`config.mk`:
```
export PLATFORM = sky130hd
export DESIGN_NAME = phase_ctrl_mpsk
export DESIGN_NICKNAME = d
export VERILOG_FILES = /design/src/rtl/phase_ctrl_pkg.sv /design/src/rtl/baud_timer.sv /design/src/rtl/phase_ctrl_mpsk.sv
export SDC_FILE = /design/constraint.sdc
export NUM_CORES = 1
export LEC_CHECK = 0
export BUFFER_PORTS_ARGS = -buffer_cell sky130_fd_sc_hd__buf_4
export CAP_MARGIN = 20
export CORE_MARGIN = 5
export CORE_UTILIZATION = 30
export CTS_CLUSTER_SIZE = 10
export DETAILED_ROUTE_END_ITERATION = 6
export HOLD_SLACK_MARGIN = 0.15
export PLACE_DENSITY = 0.59
export SLEW_MARGIN = 20
export SYNTH_ARGS = -nofsm -noshare
export SYNTH_HDL_FRONTEND = slang
export SYNTH_SLANG_ARGS = --single-unit
```
`constraint.sdc`:
```
create_clock -name clk -period 2.6 [get_ports clk]
set_clock_uncertainty 0.2 [all_clocks]
set_input_delay 0.39 -clock clk [delete_from_list [all_inputs] [get_ports clk]]
set_output_delay 0.39 -clock clk [all_outputs]
set_load 0.1 [all_outputs]
```
`src/rtl/phase_ctrl_pkg.sv`:
```
// Shared state encoding and parameter derivation helpers for the MPSK phase controller.
package phase_ctrl_pkg;

    typedef enum logic [2:0] {
        IDLE   = 3'd0,
        FETCH  = 3'd1,
        LATCH  = 3'd2,
        SYMBOL = 3'd3,
        WAIT   = 3'd4
    } state_t;

    function automatic int calc_cycle(input int ref_clk_freq, input int baudrate);
        return ref_clk_freq / baudrate;
    endfunction

    function automatic int calc_syms(input int data_width, input int bits_per_sym);
        return data_width / bits_per_sym;
    endfunction

endpackage

```
`src/rtl/baud_timer.sv`:
```
// Symbol period down-counter: load restarts the period, tc flags its last clock.
module baud_timer #(
    parameter int LOAD_VAL = 6,
    parameter int CNT_W    = (LOAD_VAL < 2) ? 1 : $clog2(LOAD_VAL + 1)
) (
    input  logic clk,
    input  logic rst_n,
    input  logic load,
    output logic tc
);

    logic [CNT_W-1:0] cnt;

    always_ff @(posedge clk or negedge rst_n) begin
        if (!rst_n) begin
            cnt <= '0;
        end else if (load) begin
            cnt <= CNT_W'(LOAD_VAL);
        end else if (cnt != '0) begin
            cnt <= cnt - CNT_W'(1);
        end
    end

    assign tc = (cnt == '0);

endmodule

```
`src/rtl/phase_ctrl_mpsk.sv`:
```
// Streams RAM words out as BPSK/QPSK phase selections, one symbol per baud period.
// Define PHASE_CTRL_DIFF_EN for differential phase encoding; absolute mapping otherwise.
//
// state  | meaning
// IDLE   | waiting for start, outputs quiet, address parked at 0
// FETCH  | first word of the frame requested from RAM
// LATCH  | first word arrives and is loaded into the shift register
// SYMBOL | one-cycle symbol update, sym_strobe high
// WAIT   | baud period runs out, next word prefetched after the last symbol
module phase_ctrl_mpsk
    import phase_ctrl_pkg::*;
#(
    parameter int DATA_WIDTH   = 8,
    parameter int ADDR_WIDTH   = 8,
    parameter int FRAME_LENGTH = 150,
    parameter int REF_CLK_FREQ = 128000000,
    parameter int BAUDRATE     = 9600,
    parameter int BITS_PER_SYM = 1
) (
    input  logic                    clk,
    input  logic                    rst_n,
    input  logic                    start,
    input  logic                    stop,
    input  logic                    continuous,
    output logic                    busy,
    output logic                    gen_en,
    output logic                    sym_strobe,
    output logic                    frame_done,
    output logic [BITS_PER_SYM-1:0] phase_ctrl,
    output logic                    ram_clk,
    output logic                    ram_en,
    output logic [ADDR_WIDTH-1:0]   ram_addr,
    input  logic [DATA_WIDTH-1:0]   ram_rd_data,
    output logic                    ram_we,
    output logic [DATA_WIDTH-1:0]   ram_wr_data,
    output logic                    ram_rst
);

    localparam int CYCLE = calc_cycle(REF_CLK_FREQ, BAUDRATE);
    localparam int SYMS  = calc_syms(DATA_WIDTH, BITS_PER_SYM);
    localparam int SYM_W = (SYMS < 2) ? 1 : $clog2(SYMS);

    if (CYCLE < 4) begin : g_bad_cycle
        $error("phase_ctrl_mpsk: REF_CLK_FREQ/BAUDRATE must be at least 4");
    end
    if (DATA_WIDTH % BITS_PER_SYM != 0) begin : g_bad_width
        $error("phase_ctrl_mpsk: DATA_WIDTH must be a multiple of BITS_PER_SYM");
    end
    if (BITS_PER_SYM != 1 && BITS_PER_SYM != 2) begin : g_bad_bps
        $error("phase_ctrl_mpsk: BITS_PER_SYM must be 1 or 2");
    end

    state_t                  state;
    logic [DATA_WIDTH-1:0]   shift_q;
    logic [DATA_WIDTH-1:0]   pend_q;
    logic [SYM_W-1:0]        sym_cnt;
    logic [ADDR_WIDTH-1:0]   word_cnt;
    logic                    fetch_d;
    logic                    timer_load;
    logic                    tc;
    logic                    last_sym;
    logic                    last_word;
    logic [DATA_WIDTH-1:0]   src_word;
    logic [DATA_WIDTH-1:0]   src_shifted;
    logic [BITS_PER_SYM-1:0] sym_new;
    logic [BITS_PER_SYM-1:0] phase_next;

    assign timer_load = (state == SYMBOL);

    baud_timer #(
        .LOAD_VAL (CYCLE - 2)
    ) u_baud_timer (
        .clk   (clk),
        .rst_n (rst_n),
        .load  (timer_load),
        .tc    (tc)
    );

    assign last_sym  = (sym_cnt == SYM_W'(SYMS - 1));
    assign last_word = (word_cnt == ADDR_WIDTH'(FRAME_LENGTH - 1));

    // The word feeding the next symbol: fresh RAM data on the first symbol,
    // the prefetched word at a word boundary, otherwise the shift register.
    always_comb begin
        src_word = shift_q;
        if (state == LATCH) begin
            src_word = ram_rd_data;
        end else if (last_sym) begin
            src_word = pend_q;
        end
    end

    assign sym_new     = src_word[DATA_WIDTH-1 -: BITS_PER_SYM];
    assign src_shifted = src_word << BITS_PER_SYM;

`ifdef PHASE_CTRL_DIFF_EN
    assign phase_next = phase_ctrl + sym_new;
`else
    assign phase_next = sym_new;
`endif

    function automatic logic [ADDR_WIDTH-1:0] next_addr(input logic [ADDR_WIDTH-1:0] a);
        return (a == ADDR_WIDTH'(FRAME_LENGTH - 1)) ? '0 : a + ADDR_WIDTH'(1);
    endfunction

    always_ff @(posedge clk or negedge rst_n) begin
        if (!rst_n) begin
            state      <= IDLE;
            phase_ctrl <= '0;
            busy       <= 1'b0;
            sym_strobe <= 1'b0;
            frame_done <= 1'b0;
            ram_en     <= 1'b0;
            ram_addr   <= '0;
            shift_q    <= '0;
            pend_q     <= '0;
            sym_cnt    <= '0;
            word_cnt   <= '0;
            fetch_d    <= 1'b0;
        end else begin
            sym_strobe <= 1'b0;
            frame_done <= 1'b0;
            ram_en     <= 1'b0;
            fetch_d    <= ram_en && (state == WAIT);
            if (ram_en) begin
                ram_addr <= next_addr(ram_addr);
            end
            if (fetch_d) begin
                pend_q <= ram_rd_data;
            end

            case (state)
                IDLE: begin
                    if (start) begin
                        state  <= FETCH;
                        busy   <= 1'b1;
                        ram_en <= 1'b1;
                    end
                end
                FETCH: begin
                    state <= LATCH;
                end
                LATCH: begin
                    state      <= SYMBOL;
                    sym_strobe <= 1'b1;
                    phase_ctrl <= phase_next;
                    shift_q    <= src_shifted;
                    sym_cnt    <= '0;
                end
                SYMBOL: begin
                    state <= WAIT;
                    if (last_sym) begin
                        ram_en <= 1'b1;
                    end
                end
                WAIT: begin
                    if (tc) begin
                        if (stop) begin
                            state    <= IDLE;
                            busy     <= 1'b0;
                            ram_addr <= '0;
                            word_cnt <= '0;
                        end else if (last_sym && last_word && !continuous) begin
                            state      <= IDLE;
                            busy       <= 1'b0;
                            frame_done <= 1'b1;
                            ram_addr   <= '0;
                            word_cnt   <= '0;
                        end else begin
                            state      <= SYMBOL;
                            sym_strobe <= 1'b1;
                            phase_ctrl <= phase_next;
                            shift_q    <= src_shifted;
                            if (last_sym) begin
                                sym_cnt    <= '0;
                                word_cnt   <= last_word ? '0 : word_cnt + ADDR_WIDTH'(1);
                                frame_done <= last_word;
                            end else begin
                                sym_cnt <= sym_cnt + SYM_W'(1);
                            end
                        end
                    end
                end
                default: begin
                    state <= IDLE;
                    busy  <= 1'b0;
                end
            endcase
        end
    end

    assign gen_en      = busy;
    assign ram_clk     = clk;
    assign ram_we      = 1'b0;
    assign ram_wr_data = '0;
    assign ram_rst     = 1'b0;

endmodule
```
* Word level (Yosys, flattened, before mapping) *
Cells that the tools add are included.

cells by class
  equal/unequal tests = 12
  muxes and demuxes = 49
  bitwise gates (word level) = 1
  reductions and logical operators = 15
  add/sub/neg operators = 4

operators by type and width
  operator                                                                number
  8-bit two-way mux                                                       15
  14-bit two-way mux                                                      2
  3-bit two-way mux                                                       6
  1-bit two-way mux                                                       17
  8-bit by 1-bit adder with 8-bit output (second input constant)          2
  8-bit equality test (second input constant)                             2
  8-bit one-hot mux with 2 select lines                                   1
  3-bit one-hot mux with 5 select lines                                   1
  14-bit zero test                                                        1
  14-bit nonzero test                                                     1
  14-bit by 1-bit subtractor with 14-bit output (second input constant)   1
  2-bit != test (second input constant)                                   4
  4-bit AND reduction                                                     2
  3-bit by 2-bit equality test with 1-bit output (second input constant)  2
  3-bit equality test (second input constant)                             2
  1-bit one-hot mux with 2 select lines                                   3
  3-bit one-hot mux with 2 select lines                                   1
  2-bit two-way mux                                                       2
  2-bit nonzero test                                                      2
  3-bit by 1-bit adder with 3-bit output (second input constant)          1
  3-bit by 1-bit equality test with 1-bit output (second input constant)  1
  1-bit logical AND                                                       3
  3-bit zero test                                                         1
  3-bit by 2-bit != test with 1-bit output (second input constant)        1
  7 further kinds                                                         7

storage, ports and cells
  flip-flop bits (word level) = 58
  output and inout bits = 25

* Logic depth before layout (Yosys ltp) *
  depth in word-level cells = 7
  gate-level depth with buffers = 9

* Modules after synthesis *
Synthesis repeated with hierarchy kept, for this count alone.

unflattened totals
  cells, all modules = 312
  area, all modules = 3140.5 um^2

by module, submodules not included
  module           times used  cells each  area each (um^2)  sequential area each (um^2)
  phase_ctrl_mpsk  1           234         2347.3            1076.0
  baud_timer       1           78          793.3             350.3

==> impl_metrics.yaml <==
run_status:
  outcome: "finished, final reports clean"
layout:
  num-nets-final: 377
  antennaDiodeCount: 0
  multi_input_area_mm2: 0.00148
  drive_gt1_share_pct: 20.8
  fin_area_mm2: 0.00373
  post-route-util_pct: 37.9
  fillers: 995
  register_area_mm2: 0.00143
  stdcell_count: 493
  area_growth_pct: 22.5
drt:
  ant_nets: 0
  routed_via_density: 4.94
  via_count: 2436
  drt_iter0_markers: 135
  routed_wl_um: 7030
  drc: 0
  first_pass_iters: 4
  wl_per_cell_um: 14.3
hold_path:
  hold_depth: 1
  min_path_type: "reg2reg"
timing:
  period_share_pct: 90.1
  setup_violations: 0
  rsz0062_at_grt: "false"
  worst-slew-pin-transition_ns: 0.754
  relSlewSlack_pct: 49.8
  fmax_mhz: 427
  period_minus_slack_ns: 2.34
  hold_violations: 0
  fin_setup_tns_ns: 0
  slew_violations: 0
placement:
  placed_cells: 464
  hpwl_um: 4810
  port_buffers: 27
  gp_congestion: 0.856
  postPlaceCellArea_mm2: 0.00338
yosys:
  yosys.area.top_type_share_pct: 46.9
  async_flop_share_pct: 100
  syn_inst: 308
  synth_top_area_cell: "dfrtp_1"
  ys_seq_elements: 57
  synth.most_common_cell: "dfrtp_1"
  synth_common_cells: "57 x dfrtp_1, 33 x nand2_1, 31 x nor2_1"
  synthesis.area_mm2: 0.00304
  synth_cell_types: 48
  synth.yosys.warnings: 0
  ys_dominant_reg_cell: "dfrtp_1"
  syn_area_per_cell_um2: 9.88
  synthTopCellsByArea: "dfrtp_1 47%, nand2_1 4.1%, nor2_1 3.8%"
  synth_edf_count: 0
  yosysSeqAreaShare_pct: 46.9
floorplanning:
  top_level_ports: 38
  core_area_mm2: 0.00982
  fp.dieH_um: 111
  die_w_um: 111
  rows: 36
  initial_core_util_pct: 31.0
  dieArea_mm2: 0.0123
pwr:
  power_density_mw_per_mm2: 1180
  leakage_nw: 1.60
  ir_drop_mv: 0.886
clock_network:
  clk_pin_slew_ns: 0.06
  clkLatencyLatePin_ns: 0.44
  post_cts_buffers: 0
  cts_tree: "built"
flow_run:
  max-cap-violations: 0
critical_path:
  worstPathArrival_ns: 2.52
  critPathKind: "reg2reg"
  ff2ff_setup_slack_ns: 0.26
  startpoint_type: "register"
  endpoint_kind: "register"
  worstPathMaxFanout: 12
  reg2reg_depth: 8
  required_ns: 2.78
global_routing:
  grt_pass1_wl_um: 12100
  track_usage_pct: 12.1
  grt_pass1_vias: 2529
  gr-total-overflow: 0
  antenna_found_initial: 0
  grt_max_degree: 58
## state kept, by name, indices dropped and copies added (netlist names)
name              count
phase_ctrl            1
sym_strobe            1
state                 3
sym_cnt               3
busy                  1
frame_done            1
fetch_d               1
ram_addr              8
word_cnt              8
shift_q               7
ram_en                1
u_baud_timer.cnt     14
pend_q                8
## layout by cell type, fill, tap and decap left out, types with 5 or more instances in the layout
| master | netlist | layout |
|---|---|---|
| a21oi_1 | 11 | 11 |
| and3_1 | 5 | 5 |
| buf_4 | 13 | 36 |
| clkbuf_8 | 0 | 14 |
| conb_1 | 1 | 10 |
| dfrtp_1 | 57 | 57 |
| dlygate4sd3_1 | 0 | 11 |
| ha_1 | 8 | 8 |
| inv_1 | 9 | 9 |
| mux2_2 | 8 | 8 |
| mux2i_1 | 10 | 10 |
| nand2_1 | 33 | 33 |
| nand3_1 | 13 | 13 |
| nand4_1 | 8 | 8 |
| nor2_1 | 31 | 31 |
| nor2b_1 | 6 | 6 |
| nor3_1 | 8 | 8 |
| o21ai_0 | 15 | 15 |
| o221a_2 | 8 | 8 |
| or4_1 | 5 | 5 |
| xnor2_1 | 6 | 6 |
| xor2_1 | 7 | 7 |
## cells by family (layout without fill, tap and decap cells)
logic type | Yosys count | count (layout) | synth area share [%]
compound gates | 46 | 46 | 10.8
buf+inv | 31 | 74 | 5.47
xor+xnor | 13 | 13 | 3.74
fa+ha+maj | 8 | 8 | 3.29
simple gates | 134 | 134 | 23.4
other cells | 1 | 10 | 0.123
flops | 57 | 57 | 46.9
mux | 18 | 18 | 6.25
## metal layers
metal  vias to the layer above  track usage (%)  part of all wire, %
li1                       1176                -                    -
met1                      1188             15.4                   46
met2                        63             18.9                   48
met3                         9             3.98                  4.7
met4                         0             5.01                  1.4
met5                         -                0                    0
## final timing paths
kind,startpoint,to
worst min-delay path,pend_q[1],pend_q[1]
min in group asynchronous,rst_n,frame_done
worst max-delay path,u_baud_timer.cnt[0],shift_q[6]
worst max register to register,u_baud_timer.cnt[0],shift_q[6]
worst min register to register,pend_q[1],pend_q[1]
max in group asynchronous,rst_n,word_cnt[0]
## what timing repair did
action / in CTS / in global routing
endpoints found under the hold margin: 83 / 0
resized for setup: 0 / 0
hold buffers: 11 / 0
## per-stage QoR
step | worst slack [ns] | hold WS [ns] | power, mW
floorplan | 0.146 | -0.106 | 3.04
global placement | 0.348 | 0.267 | 3.41
detailed placement | 0.258 | 0.290 | 3.44
CTS | 0.239 | 0.312 | 4.43
global route | 0.0779 | 0.323 | 4.65
finish | 0.259 | 0.309 | 4.39
## critical path, cell delays in order, from the launching register on
cell and delay (ns):
dfrtp_1 0.40, inv_1 0.12, ha_1 0.14, nor3b_2 0.33, and4_1 0.33, nand2_2 0.16
o21ai_1 0.18, buf_4 0.20, o221a_2 0.20
## area by class of cell
type	count	area share, %
inverters	9	0.907
clock inverters	3	1.07
multi-input cells	229	39.8
flip-flops and latches	57	38.3
well taps	133	4.47
repair buffers	46	10.0
clock buffers	16	5.47
## power by group
part           switching, mW  internal (mW)
clock network          0.495          0.605
registers              0.324           1.17
logic                   1.25          0.541
No activity file was read; power rests on OpenSTA's default activity.
